<file path="config.mk">
export PLATFORM = sky130hd
export DESIGN_NAME = k2_run_controller
export DESIGN_NICKNAME = d
export VERILOG_FILES = /design/src/rtl/k2_run_controller.sv
export SDC_FILE = /design/constraint.sdc
export NUM_CORES = 1
export LEC_CHECK = 0
export ABC_CLOCK_PERIOD_IN_PS = 2550
export BUFFER_PORTS_ARGS = -buffer_cell sky130_fd_sc_hd__clkbuf_2
export CAP_MARGIN = 10
export CORE_ASPECT_RATIO = 0.7
export CORE_MARGIN = 2
export CORE_UTILIZATION = 30
export DETAILED_ROUTE_END_ITERATION = 8
export SYNTH_ARGS = -nofsm -noshare
export SYNTH_HDL_FRONTEND = slang
export SYNTH_SLANG_ARGS = --single-unit
</file>
<file path="constraint.sdc">
create_clock -name clk -period 2.55 [get_ports clk]
set_input_delay 0.51 -clock clk [delete_from_list [all_inputs] [get_ports clk]]
set_output_delay 0.51 -clock clk [all_outputs]
set_load 0.02 [all_outputs]
</file>
<file path="src/rtl/k2_run_controller.sv">
// Run/step/breakpoint controller: debounces the step button, sequences the
// processor clock enable and counts every instruction it issues.
module k2_run_controller #(
    parameter int DEBOUNCE_CYCLES = 1_000_000,
    parameter int CNT_W           = 16
) (
    input  logic             clk,
    input  logic             rst,
    input  logic             tick,
    input  logic             btn,
    input  logic [1:0]       mode,
    input  logic             bp_en,
    input  logic [7:0]       bp_value,
    input  logic [7:0]       ro,
    output logic             cpu_en,
    output logic             halted,
    output logic [1:0]       state,
    output logic [CNT_W-1:0] instr_count
);

    localparam int DB_W = $clog2(DEBOUNCE_CYCLES + 1);
    localparam logic [DB_W-1:0] DB_LAST = DB_W'(DEBOUNCE_CYCLES - 1);

    typedef enum logic [1:0] {
        ST_HALT  = 2'b00,
        ST_RUN   = 2'b01,
        ST_STEP  = 2'b10,
        ST_BREAK = 2'b11
    } run_state_t;

    run_state_t cur_state;
    run_state_t nxt_state;

    logic            btn_meta;
    logic            btn_sync;
    logic            btn_level;
    logic            btn_level_d;
    logic [DB_W-1:0] db_cnt;
    logic            press;
    logic            issued_last;
    logic            mode_run;
    logic            mode_step;
    logic            bp_hit;

    always_ff @(posedge clk or posedge rst) begin
        if (rst) begin
            btn_meta <= 1'b0;
            btn_sync <= 1'b0;
        end else begin
            btn_meta <= btn;
            btn_sync <= btn_meta;
        end
    end

    // The accepted level only flips after an unbroken run of disagreeing samples.
    always_ff @(posedge clk or posedge rst) begin
        if (rst) begin
            btn_level   <= 1'b0;
            btn_level_d <= 1'b0;
            db_cnt      <= '0;
        end else begin
            btn_level_d <= btn_level;
            if (btn_sync != btn_level) begin
                if (db_cnt == DB_LAST) begin
                    btn_level <= btn_sync;
                    db_cnt    <= '0;
                end else begin
                    db_cnt <= db_cnt + DB_W'(1);
                end
            end else begin
                db_cnt <= '0;
            end
        end
    end

    assign press     = btn_level & ~btn_level_d;
    assign mode_run  = (mode == 2'b01);
    assign mode_step = (mode == 2'b10);

    // ro has just been written by the instruction issued last cycle.
    assign bp_hit = issued_last & bp_en & (ro == bp_value);

    always_ff @(posedge clk or posedge rst) begin
        if (rst) begin
            cur_state   <= ST_HALT;
            issued_last <= 1'b0;
        end else begin
            cur_state   <= nxt_state;
            issued_last <= cpu_en;
        end
    end

    always_comb begin
        nxt_state = cur_state;
        if (bp_hit) begin
            nxt_state = ST_BREAK;
        end else begin
            unique case (cur_state)
                ST_HALT: begin
                    if (mode_run) begin
                        nxt_state = ST_RUN;
                    end else if (mode_step && press) begin
                        nxt_state = ST_STEP;
                    end
                end
                ST_RUN: begin
                    if (!mode_run) begin
                        nxt_state = ST_HALT;
                    end
                end
                ST_STEP: begin
                    if (cpu_en) begin
                        nxt_state = ST_HALT;
                    end
                end
                ST_BREAK: begin
                    if (press) begin
                        nxt_state = mode_run ? ST_RUN : ST_HALT;
                    end
                end
            endcase
        end
    end

    // Blocking on issued_last keeps enables at least one idle cycle apart.
    always_comb begin
        cpu_en = 1'b0;
        unique case (cur_state)
            ST_RUN:   cpu_en = tick & mode_run & ~issued_last;
            ST_STEP:  cpu_en = tick & ~issued_last;
            ST_HALT:  cpu_en = 1'b0;
            ST_BREAK: cpu_en = 1'b0;
        endcase
        halted = (cur_state != ST_RUN);
        state  = cur_state;
    end

    always_ff @(posedge clk or posedge rst) begin
        if (rst) begin
            instr_count <= '0;
        end else if (cpu_en) begin
            instr_count <= instr_count + CNT_W'(1);
        end
    end

endmodule
</file>
==> impl_metrics.env, run 1 <==
export IMPL_status="finished, final reports clean"
export IMPL_dr_pass1_iters=4
export IMPL_hold_path_class="in -> async"
export IMPL_syn_num_nets=231
export IMPL_synthFlopType="dfrtp_1"
export IMPL_cts_sinks=43
export IMPL_finClkSkew_ns=0.00515
export IMPL_grt_pass1_vias=1524
export IMPL_num_fill_cells=688
export IMPL_synth_cell_types=32
export IMPL_irDropWorstVdd_v=0.000540
export IMPL_ios=43
export IMPL_power_leakage_nw=1.18
export IMPL_required_ns=2.04
export IMPL_intPower_mw=1.22
export IMPL_vias=1575
export IMPL_synthXorXnorAreaFrac=0.171
export IMPL_clock_fmax_mhz=445
export IMPL_hold_viol=0
export IMPL_async_reset_ff_frac=1.00
export IMPL_synth_mux_area_frac=0.0152
export IMPL_tightest_slew_ns=0.523
export IMPL_synth_simple_area_share=0.219
export IMPL_netlist_area_sq_um=2150
export IMPL_path_clk_slew_ns=0.08
export IMPL_endpoint_kind="output port"
export IMPL_yosysTopAreaCell="dfrtp_1"
export IMPL_viasPerCell=4.55
export IMPL_p_clk_frac=0.312
export IMPL_post_cts_resize_count=0
export IMPL_post_place_cells=338
export IMPL_gp_congestion=0.824
export IMPL_drc=0
export IMPL_synth_edf_count=0
export IMPL_core_sq_um=6850
export IMPL_grtUsageTotal=0.118
export IMPL_crit_fanout=5
export IMPL_setup_viol=0
export IMPL_cts_made_buffers=5
export IMPL_grt_overflow_total=0
export IMPL_p_per_area_nw_per_um2=680
export IMPL_critPathLaunchType="flip-flop"
export IMPL_antenna_found_initial=0
export IMPL_crit_type="reg -> out"
export IMPL_drive_gt1_frac=0.250
export IMPL_layout_min_cycle_time_ns=2.25
export IMPL_num_rows=25
export IMPL_cp_arrival_ns=1.74
export IMPL_maxSlewHeadroom=0.651
export IMPL_syn_to_final_growth_pct=20.9
export IMPL_synthTopCellsByArea="dfrtp_1, xnor2_1, xor2_1, nor2_1, ha_1"
export IMPL_die_height_microns=74.8
export IMPL_grt_max_degree=44
export IMPL_synth_compound_area_frac=0.0309
export IMPL_cts_root_buf="clkbuf_8"
export IMPL_finalWirelength_mm=4.03
export IMPL_synth_yosys_seq_area_share=0.501
export IMPL_finalSetupTns_ns=0
export IMPL_synth_cells=201
export IMPL_dp_hpwl_mm=3.06
export IMPL_avgSynthCellArea_sq_um=10.7
export IMPL_design_die_area_sq_um=7860
export IMPL_p_sw_frac=0.309
export IMPL_clk_latency_ns=0.30
export IMPL_drt_iter0_markers=49
export IMPL_yosys_warnings=0
export IMPL_regArea_sq_um=1080
export IMPL_seqPwrFrac=0.457
export IMPL_cts_setup_buffers=0
export IMPL_grt_pass1_wl_mm=7.21
export IMPL_clk_path_buf_depth=2
export IMPL_io_buffers=42
export IMPL_ant_nets=0
export IMPL_h_tree_depth=2
export IMPL_drv_slew=0
export IMPL_p_switching_mw=0.545
export IMPL_multi_input_area_sq_um=1020
export IMPL_start_util=0.313
export IMPL_die_w_microns=105
export IMPL_antenna_diode_count=0
export IMPL_postCtsHoldBufs=0
export IMPL_wire_per_inst_microns=11.6
export IMPL_rsz0062_at_grt="false"
export IMPL_p_comb_frac=0.231
export IMPL_tritoncts="built"
export IMPL_nNetsFinal=281
export IMPL_synth_top_area_frac=0.501
export IMPL_ys_ff_latch=43
export IMPL_cap_violations=0
export IMPL_synthAdderAreaFrac=0.0408
export IMPL_instances_no_fill=346
export IMPL_synth_top_family_by_area="simple AND/OR/NAND/NOR gates"
export IMPL_fin_crit_sh=0.881
[cell usage in the layout (no fill, tap or decap)]
cell	Yosys	final
bufinv_16	0	1
o211ai_1	1	1
o22ai_1	1	1
nand3_1	14	14
a22oi_1	1	1
ha_1	7	7
a21boi_0	1	1
or3b_2	1	1
nor4_1	2	2
and4_1	3	3
nor3_2	3	3
nand3b_1	1	1
or2_1	1	1
nor4b_1	2	2
mux2i_1	1	1
or2b_1	1	1
inv_1	7	7
nand2_1	14	14
mux2_2	2	2
nor3_1	2	2
xnor2_1	24	24
clkbuf_2	0	42
nand2b_4	1	1
buf_4	1	3
a211oi_2	2	2
nor2_1	28	28
a21oi_1	1	1
clkinv_2	0	1
o21a_1	1	1
dfrtp_1	43	43
nand4_1	13	13
clkbuf_8	0	6
or2_4	1	1
xor2_1	18	18
and3_1	2	2
[metal layers]
layer  track usage  wire length [microns]  vias to the layer above
li1              -                      -                      785
met1         0.167                   2120                      753
met2         0.169                   1650                       33
met3        0.0424                    211                        4
met4        0.0430                     44                        0
met5             0                      0                        -
[cells in the mapped netlist, types with 2 or more instances]
library cell / number
and3_1: 2
and4_1: 3
nor4_1: 2
xor2_1: 18
a211oi_2: 2
nor3_2: 3
ha_1: 7
nor3_1: 2
nor2_1: 28
dfrtp_1: 43
mux2_2: 2
xnor2_1: 24
nand2_1: 14
nand4_1: 13
inv_1: 7
nor4b_1: 2
nand3_1: 14
[through the flow]
stage	hold WS, ns	instance area [sq um]	setup slack (ns)	power, mW	util
after floorplan	0.331	2150	0.415	1.09	-
after global placement	0.336	2480	0.667	1.23	0.362
after detailed placement	0.339	2480	0.605	1.23	0.362
after CTS	0.301	2590	0.259	1.79	0.379
after global routing	0.295	2590	0.0959	1.88	0.379
final	0.306	2590	0.302	1.76	0.379
[final timing paths]
kind / start / to / slack [ns] / cells after the start
max reg2reg: state[0] / instr_count[13] / 0.62 / 7
max: state[0] / cpu_en / 0.30 / 5
min in group clk: btn / btn_meta / 0.31 / 1
max in group asynchronous: rst / db_cnt[16] / 1.89 / 3
min reg2reg: btn_meta / btn_sync / 0.35 / 0
min: rst / btn_level_d / 0.31 / 3
[critical path: stages (launching register included)]
cell and delay [ns]:
dfrtp_1 0.42, inv_1 0.10, ha_1 0.28, nand3b_1 0.17
a21oi_1 0.25, clkbuf_2 0.21
[state kept, by name, summed over array words and instances, names as in the netlist]
register	count
btn_level_d	1
btn_sync	1
btn_level	1
state	2
issued_last	1
btn_meta	1
instr_count	16
db_cnt	20
[area by class of cell]
class	count	share of cell area
Sequential cell	43	0.415
Multi-Input combinational cell	149	0.395
Timing Repair Buffer	45	0.0897
Tap cell	94	0.0453
Clock buffer	6	0.0318
Clock inverter	2	0.0135
Inverter	7	0.0101
[power by group through the flow]
stage | sequential, mW | combinational (mW) | clock (mW)
floorplan | 0.864 | 0.226 | 0
global placement | 0.817 | 0.409 | 0
detailed placement | 0.821 | 0.411 | 0
CTS | 0.808 | 0.411 | 0.570
global route | 0.823 | 0.455 | 0.607
finish | 0.807 | 0.408 | 0.550
[cell families (layout without fill, tap and decap cells)]
family / Yosys count / in the layout
AO/OA/AOI/OAI: 8 / 8
multiplexers: 3 / 3
buffers and inverters: 9 / 60
XOR/XNOR: 42 / 42
AND/OR/NAND/NOR: 89 / 89
adder cells (fa/ha/maj): 7 / 7
flip-flops: 43 / 43
No activity file was read; power rests on OpenSTA's default activity.
==> inputs of run 2 (changes only) <==
--- a/config.mk
+++ b/config.mk
@@ -5,11 +5,10 @@
 export SDC_FILE = /design/constraint.sdc
 export NUM_CORES = 1
 export LEC_CHECK = 0
-export ABC_CLOCK_PERIOD_IN_PS = 2550
+export ABC_CLOCK_PERIOD_IN_PS = 2800
 export BUFFER_PORTS_ARGS = -buffer_cell sky130_fd_sc_hd__clkbuf_2
 export CAP_MARGIN = 10
 export CORE_ASPECT_RATIO = 0.7
-export CORE_MARGIN = 2
 export CORE_UTILIZATION = 30
 export DETAILED_ROUTE_END_ITERATION = 8
 export SYNTH_ARGS = -nofsm -noshare
==> constraint.sdc (replaced) <==
create_clock -name clk -period 2.8 [get_ports clk]
set_input_delay 0.56 -clock clk [delete_from_list [all_inputs] [get_ports clk]]
set_output_delay 0.56 -clock clk [all_outputs]
set_load 0.02 [all_outputs]
==> impl_metrics.env, run 2 (synthesis gave the netlist of run 1 again) <==
export IMPL_grt_overflow_total=0
export IMPL_layout_min_cycle_time_ns=2.30
export IMPL_place_ws_ns=0.753
export IMPL_setup_viol=0
export IMPL_post_place_cells=337
export IMPL_finalSetupTns_ns=0
export IMPL_path_clk_slew_ns=0.08
export IMPL_rsz0062_at_grt="false"
export IMPL_critPathLaunchType="flip-flop"
export IMPL_hold_slack_ns=0.355
export IMPL_slowest_delay_ns=0.41
export IMPL_antenna_diode_count=0
export IMPL_finalWirelength_mm=3.97
export IMPL_postLayoutCoreUtil=0.375
export IMPL_drv_slew=0
export IMPL_path_depth=6
export IMPL_power_total_mw=1.49
export IMPL_finClkSkew_ns=0.00985
export IMPL_cts_made_buffers=5
export IMPL_p_switching_mw=0.496
export IMPL_power_leakage_nw=1.15
export IMPL_gp_congestion=0.779
export IMPL_irDropWorstVdd_v=0.000517
export IMPL_wire_per_inst_microns=11.5
export IMPL_cts_setup_buffers=0
export IMPL_fin_crit_sh=0.823
export IMPL_grtUsageTotal=0.115
export IMPL_die_w_microns=103
export IMPL_postCtsHoldBufs=0
export IMPL_syn_to_final_growth_pct=19.1
export IMPL_cp_arrival_ns=1.74
export IMPL_grt_pass1_wl_mm=6.56
export IMPL_critPathTopFamily="buffers and inverters"
export IMPL_tightest_slew_ns=0.670
export IMPL_design_die_area_sq_um=7500
export IMPL_dp_hpwl_mm=2.97
export IMPL_placed_cell_area_sq_um=2470
export IMPL_rr_worst_depth=7
export IMPL_start_util=0.315
export IMPL_grt_max_degree=44
export IMPL_dr_pass1_iters=4
export IMPL_cap_violations=0
export IMPL_cts_sinks=43
export IMPL_drc=0
export IMPL_antenna_found_initial=0
export IMPL_regArea_sq_um=1080
export IMPL_regMostFlops="db_cnt"
export IMPL_p_sw_frac=0.332
export IMPL_p_comb_frac=0.250
export IMPL_seqPwrFrac=0.492
export IMPL_grt_pass1_vias=1399
export IMPL_nNetsFinal=280
export IMPL_p_clk_frac=0.258
export IMPL_status="finished, final reports clean"
export IMPL_clk_latency_ns=0.30
export IMPL_hold_viol=0
export IMPL_crit_type="reg -> out"
export IMPL_drt_iter0_markers=38
export IMPL_cts_root_buf="clkbuf_8"
export IMPL_num_rows=25
export IMPL_h_tree_depth=2
export IMPL_tritoncts="built"
export IMPL_hold_path_class="reg -> reg"
export IMPL_layout_commonest_cell="dfrtp_1"
export IMPL_drive_gt1_frac=0.243
export IMPL_vias=1522
export IMPL_die_height_microns=72.8
export IMPL_maxSlewHeadroom=0.553
export IMPL_required_ns=2.24
export IMPL_instances_no_fill=345
export IMPL_post_route_cell_area_sq_um=2550
export IMPL_core_sq_um=6820
export IMPL_endpoint_kind="output port"
export IMPL_intPower_mw=0.997
export IMPL_crit_fanout=6
export IMPL_io_buffers=42
export IMPL_cp_buffers_inverters=3
export IMPL_post_cts_resize_count=0
export IMPL_viasPerCell=4.41
export IMPL_clk_path_buf_depth=2
export IMPL_clock_fmax_mhz=434
export IMPL_num_fill_cells=700
export IMPL_final_cell_mix="dfrtp_1, clkbuf_2, nor2_1"
export IMPL_ios=43
export IMPL_crit_chain="inv_1, ha_1, nand3b_1, a21oi_1, buf_4, clkbuf_2"
export IMPL_ant_nets=0
export IMPL_multi_input_area_sq_um=1020
export IMPL_cp_slowest_cell="dfrtp_1"
export IMPL_min_path_cells=0
export IMPL_p_per_area_nw_per_um2=584
export IMPL_finalWorstSetupSlack_ns=0.495
export IMPL_largest_reg_flops=20
## run 2: final timing paths
| kind | slack, ns | start | end |
|---|---|---|---|
| setup / recovery | 0.50 | state[0] | cpu_en |
| hold / removal | 0.35 | btn_meta | btn_sync |
| setup reg to reg | 0.75 | state[0] | instr_count[12] |
| hold reg to reg | 0.35 | btn_meta | btn_sync |
| max in group asynchronous | 2.06 | rst | db_cnt[0] |
| min in group asynchronous | 0.36 | rst | instr_count[13] |
## run 2: layout make-up
class                           instances  area share
Clock inverter                          2     0.00490
Timing Repair Buffer                   44      0.0881
Sequential cell                        43       0.421
Inverter                                7      0.0103
Clock buffer                            6      0.0284
Multi-Input combinational cell        149       0.401
Tap cell                               94      0.0460
## run 2: per-layer routing
layer  global-route usage  vias to the layer above  share of wire
li1                     -                      780              -
met3               0.0364                        5          0.064
met5                    0                        -              0
met2                0.152                       31           0.39
met1                0.174                      706           0.53
met4               0.0407                        0          0.012
## run 2: power groups by stage
stage	clock network [mW]	logic [mW]	registers, mW
after floorplan	0	0.206	0.787
after global placement	0	0.371	0.744
after detailed placement	0	0.373	0.746
after CTS	0.399	0.375	0.734
after global routing	0.428	0.411	0.745
final	0.385	0.373	0.735
